### config.mk
export PLATFORM = sky130hd
export DESIGN_NAME = alu_cmd_sequencer
export DESIGN_NICKNAME = d
export VERILOG_FILES = /design/src/rtl/alu_cmd_sequencer.sv
export SDC_FILE = /design/constraint.sdc
export NUM_CORES = 1
export LEC_CHECK = 0
export CAP_MARGIN = 20
export CORE_UTILIZATION = 48
export CTS_CLUSTER_SIZE = 16
export DETAILED_ROUTE_END_ITERATION = 8
export PLACE_DENSITY = 0.76
export SYNTH_ARGS = -nofsm -noshare
export SYNTH_HDL_FRONTEND = slang
export SYNTH_SLANG_ARGS = --single-unit
### constraint.sdc
create_clock -name clk -period 2.25 [get_ports clk]
set_input_delay 0.3375 -clock clk [delete_from_list [all_inputs] [get_ports clk]]
set_output_delay 0.3375 -clock clk [all_outputs]
set_load 0.05 [all_outputs]
### src/rtl/alu_cmd_sequencer.sv
// Command sequencer in front of the TinyALU.
// Queues commands, issues them one at a time, returns results.
module alu_cmd_sequencer #(
  parameter int FIFO_DEPTH = 4,
  parameter int TIMEOUT    = 16
) (
  input  logic        clk,
  input  logic        reset,
  input  logic        cmd_valid,
  output logic        cmd_ready,
  input  logic [2:0]  cmd_op,
  input  logic [7:0]  cmd_a,
  input  logic [7:0]  cmd_b,
  output logic        rsp_valid,
  input  logic        rsp_ready,
  output logic [15:0] rsp_result,
  output logic [2:0]  rsp_op,
  output logic        rsp_err,
  output logic        alu_start,
  output logic [2:0]  alu_op,
  output logic [7:0]  alu_a,
  output logic [7:0]  alu_b,
  output logic        alu_reset_n,
  input  logic        alu_done,
  input  logic [15:0] alu_result,
  output logic        busy
);

  localparam int AW = (FIFO_DEPTH > 1) ? $clog2(FIFO_DEPTH) : 1;
  localparam int CW = $clog2(FIFO_DEPTH + 1);
  localparam int TW = $clog2(TIMEOUT);

  typedef struct packed {
    logic [2:0] op;
    logic [7:0] a;
    logic [7:0] b;
  } cmd_t;

  typedef enum logic [2:0] {
    IDLE,
    ISSUE,
    DRAIN,
    RESP,
    RECOVER
  } state_t;

  cmd_t          mem [FIFO_DEPTH];
  cmd_t          head;
  logic [AW-1:0] wr_ptr;
  logic [AW-1:0] rd_ptr;
  logic [CW-1:0] count;
  logic          in_rst;
  logic          full;
  logic          empty;
  logic          push;
  logic          pop;

  state_t        state;
  state_t        state_d;
  logic [TW-1:0] timer;
  logic [TW-1:0] timer_d;
  logic          rcnt;
  logic          rcnt_d;
  logic          alu_start_d;
  logic [2:0]    alu_op_d;
  logic [7:0]    alu_a_d;
  logic [7:0]    alu_b_d;
  logic          alu_reset_n_d;
  logic          rsp_valid_d;
  logic [15:0]   rsp_result_d;
  logic [2:0]    rsp_op_d;
  logic          rsp_err_d;

  assign full      = (count == CW'(FIFO_DEPTH));
  assign empty     = (count == '0);
  assign cmd_ready = !full && !in_rst;
  assign push      = cmd_valid && cmd_ready;
  assign head      = mem[rd_ptr];
  assign busy      = !empty || (state != IDLE);

  // Remember that reset was seen so cmd_ready stays low through it.
  always_ff @(posedge clk) begin
    in_rst <= reset;
  end

  // Command storage; contents need no reset, pointers gate validity.
  always_ff @(posedge clk) begin
    if (push) begin
      mem[wr_ptr] <= '{op: cmd_op, a: cmd_a, b: cmd_b};
    end
  end

  // FIFO pointers and occupancy.
  always_ff @(posedge clk) begin
    if (reset) begin
      wr_ptr <= '0;
      rd_ptr <= '0;
      count  <= '0;
    end else begin
      if (push) wr_ptr <= wr_ptr + AW'(1);
      if (pop)  rd_ptr <= rd_ptr + AW'(1);
      case ({push, pop})
        2'b10:   count <= count + CW'(1);
        2'b01:   count <= count - CW'(1);
        default: count <= count;
      endcase
    end
  end

  // State and registered ALU/response outputs.
  always_ff @(posedge clk) begin
    if (reset) begin
      state       <= IDLE;
      timer       <= '0;
      rcnt        <= 1'b0;
      alu_start   <= 1'b0;
      alu_op      <= '0;
      alu_a       <= '0;
      alu_b       <= '0;
      alu_reset_n <= 1'b0;
      rsp_valid   <= 1'b0;
      rsp_result  <= '0;
      rsp_op      <= '0;
      rsp_err     <= 1'b0;
    end else begin
      state       <= state_d;
      timer       <= timer_d;
      rcnt        <= rcnt_d;
      alu_start   <= alu_start_d;
      alu_op      <= alu_op_d;
      alu_a       <= alu_a_d;
      alu_b       <= alu_b_d;
      alu_reset_n <= alu_reset_n_d;
      rsp_valid   <= rsp_valid_d;
      rsp_result  <= rsp_result_d;
      rsp_op      <= rsp_op_d;
      rsp_err     <= rsp_err_d;
    end
  end

  // Next-state and next-output decode for the issue sequence.
  always_comb begin
    state_d       = state;
    timer_d       = timer;
    rcnt_d        = rcnt;
    alu_start_d   = alu_start;
    alu_op_d      = alu_op;
    alu_a_d       = alu_a;
    alu_b_d       = alu_b;
    alu_reset_n_d = 1'b1;
    rsp_valid_d   = rsp_valid;
    rsp_result_d  = rsp_result;
    rsp_op_d      = rsp_op;
    rsp_err_d     = rsp_err;
    pop           = 1'b0;
    unique case (state)
      IDLE: begin
        if (!empty) begin
          pop       = 1'b1;
          rsp_op_d  = head.op;
          rsp_err_d = 1'b0;
          if (head.op == 3'b000) begin
            rsp_result_d = '0;
            state_d      = RESP;
          end else begin
            alu_op_d    = head.op;
            alu_a_d     = head.a;
            alu_b_d     = head.b;
            alu_start_d = 1'b1;
            timer_d     = '0;
            state_d     = ISSUE;
          end
        end
      end
      ISSUE: begin
        if (alu_done) begin
          rsp_result_d = alu_result;
          alu_start_d  = 1'b0;
          state_d      = DRAIN;
        end else if (timer == TW'(TIMEOUT - 1)) begin
          alu_start_d   = 1'b0;
          rsp_err_d     = 1'b1;
          rsp_result_d  = '0;
          rcnt_d        = 1'b0;
          alu_reset_n_d = 1'b0;
          state_d       = RECOVER;
        end else begin
          timer_d = timer + TW'(1);
        end
      end
      DRAIN: begin
        if (!alu_done) state_d = RESP;
      end
      RECOVER: begin
        if (rcnt) begin
          state_d = RESP;
        end else begin
          rcnt_d        = 1'b1;
          alu_reset_n_d = 1'b0;
        end
      end
      RESP: begin
        if (!rsp_valid) begin
          rsp_valid_d = 1'b1;
        end else if (rsp_ready) begin
          rsp_valid_d = 1'b0;
          state_d     = IDLE;
        end
      end
      default: state_d = IDLE;
    endcase
  end

endmodule

Word-level counts from Yosys, hierarchy flattened

Memory sizes are Yosys's and may differ from the RTL's. A register that Yosys moved wholly into a read port is not among the register bits.
Cells that the tools add are included.
W data, S select, Z words.

Input bits: 40
Register bits after elaboration: 58
Output and inout port bits: 44
Logic and storage cells: 107
Memories: 1
RAM bits: 76

Memory list:

| memory | words | bits a word | rd ports | clocked after memory_dff | wr ports | RTL line | source |
|---|---|---|---|---|---|---|---|
| mem    | 4     | 19          | 1        | 1                        | 1        | 47       | `cmd_t mem [FIFO_DEPTH];` |

Equality and inequality tests: 19
Reductions and logical operators: 21
Multiplexer cells: 43
Bitwise operators: 2
Add/sub/neg operators: 5

Operators by type and width:

| cell                  | number |
|---|---|
| $mux W16              | 4 |
| $pmux W16 S2          | 1 |
| $mux W3               | 7 |
| $ne A2 B2 Y1 const B  | 10 |
| $mux W1               | 17 |
| $mux W4               | 4 |
| $pmux W3 S5           | 1 |
| $reduce_and A4 Y1     | 3 |
| $logic_not A3 Y1      | 3 |
| $pmux W1 S2           | 4 |
| $pmux W4 S2           | 1 |
| $eq A3 B2 Y1 const B  | 2 |
| $eq A3 B3 Y1 const B  | 2 |
| $mux W2               | 3 |
| $pmux W3 S2           | 1 |
| $reduce_and A3 Y1     | 2 |
| $reduce_and A6 Y1     | 1 |
| $reduce_bool A2 Y1    | 3 |
| $reduce_and A5 Y1     | 1 |
| $add A2 B1 Y2 const B | 2 |
| $add A4 B1 Y4 const B | 1 |
| $eq A4 B4 Y1 const B  | 1 |
| $add A3 B1 Y3 const B | 1 |
| $eq A3 B1 Y1 const B  | 1 |
| 10 further kinds      | 14 |

Logic depth before layout (Yosys ltp)

Word-level depth: 6
Gate-level depth with buffers: 10
Gate-level depth less buffers: 9

Least setup slack after synthesis

OpenSTA, ideal clock, no wires.

Kind: register -> register
Start point: reg state[1]
End point: reg count[2]
Library setup time: 70 ps
Slack: -156 ps
Required time: 2,180 ps
Period minus slack after synthesis: 2,406 ps
Buffers on the path: 1
Stages on the path, launching flop included: 11
Data arrival time: 2,335 ps
Cells stage by stage: dfxtp_1 -> nor3_1 -> nand2_1 -> inv_1 -> clkbuf_1 -> ha_1 -> inv_1 -> fa_1 -> xor2_1 -> or3_1 -> a21oi_1

Longest elaborated chain between the ends: 4
Elaborated cells on any way between the ends: 6
Classes of those cells: eq/ne: 2; mux: 2; reduce/logical: 2

RTL lines:

| element                                           | RTL line | source |
|---|---|---|
| start: declaration                                | 58       | `state_t state;` |
| start signal: assignment                          | 126      | `state <= state_d;` |
| $logic_not A3 Y1 (*)                              | 156      | `unique case (state)` |
| $mux W1 (*)                                       | 156      |  |
| via pop                                           | 56       | `logic pop;` |
| $eq A2 B1 Y1 or $eq A2 B2 Y1 (tied branches)      | 102      | `case ({push, pop})` |
| $pmux W3 S2 or $reduce_bool A2 Y1 (tied branches) | n/a      |  |
| end signal: assignment                            | 103      | `2'b10: count <= count + CW'(1);` |
| end signal: assignment                            | 104      | `2'b01: count <= count - CW'(1);` |
| end signal: assignment                            | 105      | `default: count <= count;` |
| end: declaration                                  | 51       | `logic [CW-1:0] count;` |

The timed path passes the listed nets; every way through them passes the cells marked *.
A chain may end at the register's enable or synchronous reset.

Worst setup path in the final report

Start point: reg count[2]
End point: out busy

Longest elaborated chain between the ends: 3

RTL lines:

| element            | RTL line | source |
|---|---|---|
| $logic_not A3 Y1   | 75       | `assign empty = (count == '0);` |
| $logic_not A1 Y1   | n/a      |  |
| $logic_or A1 B1 Y1 | 79       | `assign busy = !empty \|\| (state != IDLE);` |
| end: declaration   | 26       | `output logic busy` |

Every way passes these cells.

==> results.py <==
metrics = {
    "global_route": {
        "first_global_vias": 3577,
        "grt_max_degree": 26,
        "grtUsageMet3": 0.0595,
        "top_usage_layer": "met2",
        "antenna_found_initial": 0,
        "grt_usage": 0.216,
        "overflow": 0,
        "met1_usage": 0.256,
        "use_met2": 0.379,
        "grt_pass1_wl_um": 18200,
    },
    "timing": {
        "slew_headroom": 0.316,
        "rsz0062_at_grt": "true",
        "min_period_ps": 2250,
        "max_freq_ghz": 0.444,
        "min_period_over_period": 1.00,
        "setup_viol": 1,
        "worst_slew_pin_slew_ps": 1020,
        "slew_violations": 0,
        "setup_slack_ps": -1.06,
        "final.setup_skew_ps": 8.39,
        "hold_violations": 0,
        "tns_ps": -1.06,
    },
    "floorplan": {
        "pin_count": 84,
        "core-area_mm2": 0.0104,
        "dieArea_mm2": 0.0112,
        "rows": 37,
        "fp.dieW_um": 106,
        "start_util": 0.499,
        "die_h_um": 106,
    },
    "worst_setup_path": {
        "startpoint": "count[2]",
        "slowest_stage": "or4_4",
        "reg2reg_from": "state[1]",
        "cp_max_fo": 6,
        "endpoint_kind": "output port",
        "rrSetupSlack_ps": 100,
        "critPathKind": "register to output port",
        "worstPathCellList": "or4_4 -> or3_4 -> buf_8",
        "crit_family": "simple AND/OR/NAND/NOR gates",
        "crit_end": "busy",
        "slowest_delay_ps": 540,
        "cp.required_ps": 1910,
        "path_buf_inv": 1,
        "r2r_end": "rsp_result[14]",
        "reg2reg_depth": 4,
        "critPathLaunchType": "register",
        "crit_arrival_ps": 1910,
        "cp_num_cells": 3,
    },
    "synthesis": {
        "synth_fp_nets": 411,
        "synth_warnings": 0,
        "ys_seq_area_frac": 0.670,
        "yosysTopAreaCell": "edfxtp_1",
        "synth_cells": 364,
        "async_flop_share": 0,
        "syn_avg_cell_area_um2": 14.3,
        "synth_commonest_cells": "edfxtp_1 (76), dfxtp_1 (60), a21oi_1 (33), o21ai_0 (21), nand3_1 (20)",
        "ys_ff_latch": 136,
        "synthFlopType": "edfxtp_1",
        "synth_top_area_share": 0.439,
        "synthTopCellsByArea": "edfxtp_1 (44%), dfxtp_1 (23%), mux4_2 (6.1%)",
        "synth.most_common_cell": "edfxtp_1",
        "netlist_area_mm2": 0.00520,
        "synth_cell_type_count": 46,
        "synth_edf_count": 76,
    },
    "pwr": {
        "power_frac_clock": 0.300,
        "p_seq_frac": 0.348,
        "p_switching_mw": 3.20,
        "total_power_mw": 9.07,
        "p_per_area_mw_per_mm2": 1300,
        "p_int_mw": 5.87,
        "ir_worst_vdd_v": 0.000827,
        "combPwrFrac": 0.352,
        "p_leak_nw": 2.43,
        "sw_frac_of_total": 0.353,
    },
    "cells_and_area": {
        "area_growth_syn_to_layout_pct": 34.5,
        "fin_nets": 520,
        "fin_util": 0.671,
        "antenna-diode-count": 0,
        "drive_gt1_frac": 0.177,
    },
    "min_path": {
        "hold_class": "input pin to register",
    },
    "placement": {
        "place.gp.congestion": 0.828,
        "pre_cts_slack_ps": -81.9,
        "dp.final_hpwl_um": 7110,
        "io_buffer_count": 83,
    },
    "outcome": {
        "violations": "setup timing",
        "status": "complete, but fails checks",
    },
    "clock_tree": {
        "path_clk_slew_ps": 60,
        "holdBufCountCts": 0,
        "numCtsBuffers": 17,
        "htree_num_levels": 4,
        "cts.sinks": 136,
        "clock_latency_ps": 500,
        "cts_root_buf": "clkbuf_8",
        "cts_tree": "yes",
        "cts_max_path_buffers": 2,
    },
    "route": {
        "drt_iter0_markers": 174,
        "dr.pass1.iters": 5,
        "antenna_left": 0,
        "drc": 0,
        "wl_um": 11600,
        "drt-vias-per-instance": 5.69,
        "vias": 3539,
        "routedWlPerCell_um": 18.6,
    },
    "run": {
        "cap_violations": 0,
    },
}
## layer usage
metal,wire [um],vias to the layer above
met3,624,20
met2,6150,142
met4,162,0
met5,0,-
met1,4660,1765
li1,-,1612
## cell usage in the layout, fill, tap and decap left out, types with 4 or more instances in the layout
| master | synthesis | routed |
|---|---|---|
| a211oi_1 | 4 | 4 |
| a21oi_1 | 33 | 33 |
| a22o_1 | 16 | 16 |
| and2_1 | 4 | 4 |
| and3_1 | 4 | 4 |
| buf_12 | 0 | 5 |
| buf_4 | 0 | 23 |
| clkbuf_16 | 0 | 16 |
| clkdlybuf4s50_1 | 0 | 81 |
| dfxtp_1 | 60 | 58 |
| edfxtp_1 | 76 | 76 |
| ha_1 | 6 | 6 |
| inv_1 | 11 | 11 |
| inv_6 | 0 | 6 |
| mux4_1 | 5 | 5 |
| mux4_2 | 14 | 14 |
| nand2_1 | 12 | 12 |
| nand3_1 | 20 | 20 |
| nor2_1 | 15 | 15 |
| o21ai_0 | 21 | 21 |
## sequential cells by signal, indices dropped and copies added (netlist names), named ones only
name         cells
mem             76
rsp_result      16
alu_a            8
alu_b            8
timer            4
alu_op           3
count            3
rsp_op           3
state            3
rd_ptr           2
wr_ptr           2
alu_reset_n      1
alu_start        1
in_rst           1
rcnt             1
rsp_err          1
rsp_valid        1
## cell families (layout without fill, tap and decap cells)
logic type / Yosys count / in the layout / synth area share
and+or+nand+nor: 74 / 74 / 0.0744
DFF: 136 / 136 / 0.670
AOI/OAI and AO/OA: 87 / 87 / 0.109
muxes: 21 / 21 / 0.0898
adders and majority gates: 7 / 7 / 0.0183
buffers and inverters: 33 / 155 / 0.0279
xor gates and xnor gates: 6 / 6 / 0.0101
## power by group through the flow
stage	clock network [mW]	registers (mW)	logic [mW]
floorplan	0	3.79	1.41
global placement	0	3.17	2.95
detailed placement	0	3.19	3.01
CTS	2.78	3.15	3.14
global route	2.88	3.19	3.39
finish	2.72	3.15	3.20
## metrics by stage
step	instances	hold WS, ps	area [um^2]
after CTS	618	402	6960
final	622	426	6990
after global placement	585	443	6340
after global routing	622	400	6990
after floorplan	364	365	5200
after detailed placement	585	450	6340
## how the worst min path moves through the flow
stage                        startpoint             to  slack (ps)  depth (start not counted)
final                     alu_result[1]  rsp_result[1]         430                          2
after global routing      alu_result[6]  rsp_result[6]         400                          2
after CTS                 alu_result[1]  rsp_result[1]         400                          2
after detailed placement        rsp_err        rsp_err         450                          2
after global placement        rsp_op[2]      rsp_op[2]         440                          2
after floorplan                   reset         in_rst         370                          0
## repair_timing
| action | CTS | global route |
|---|---|---|
| gates resized for setup | 8 | 0 |
| setup endpoints to repair | 2 | 2 |
| cloned | 0 | 0 |
| setup buffers | 1 | 4 |
| pin swaps | 1 | 1 |
## final cells by class
type / instances / area (um^2)
sequential: 136 / 3490
clock buffer: 18 / 428
clock inverter: 14 / 160
timing repair buffer: 112 / 1120
inverter: 11 / 41.3
tap: 136 / 170
multi-input combinational: 195 / 1590
fill: 730 / 3420
Note: power is estimated with default switching activity, not from simulation.
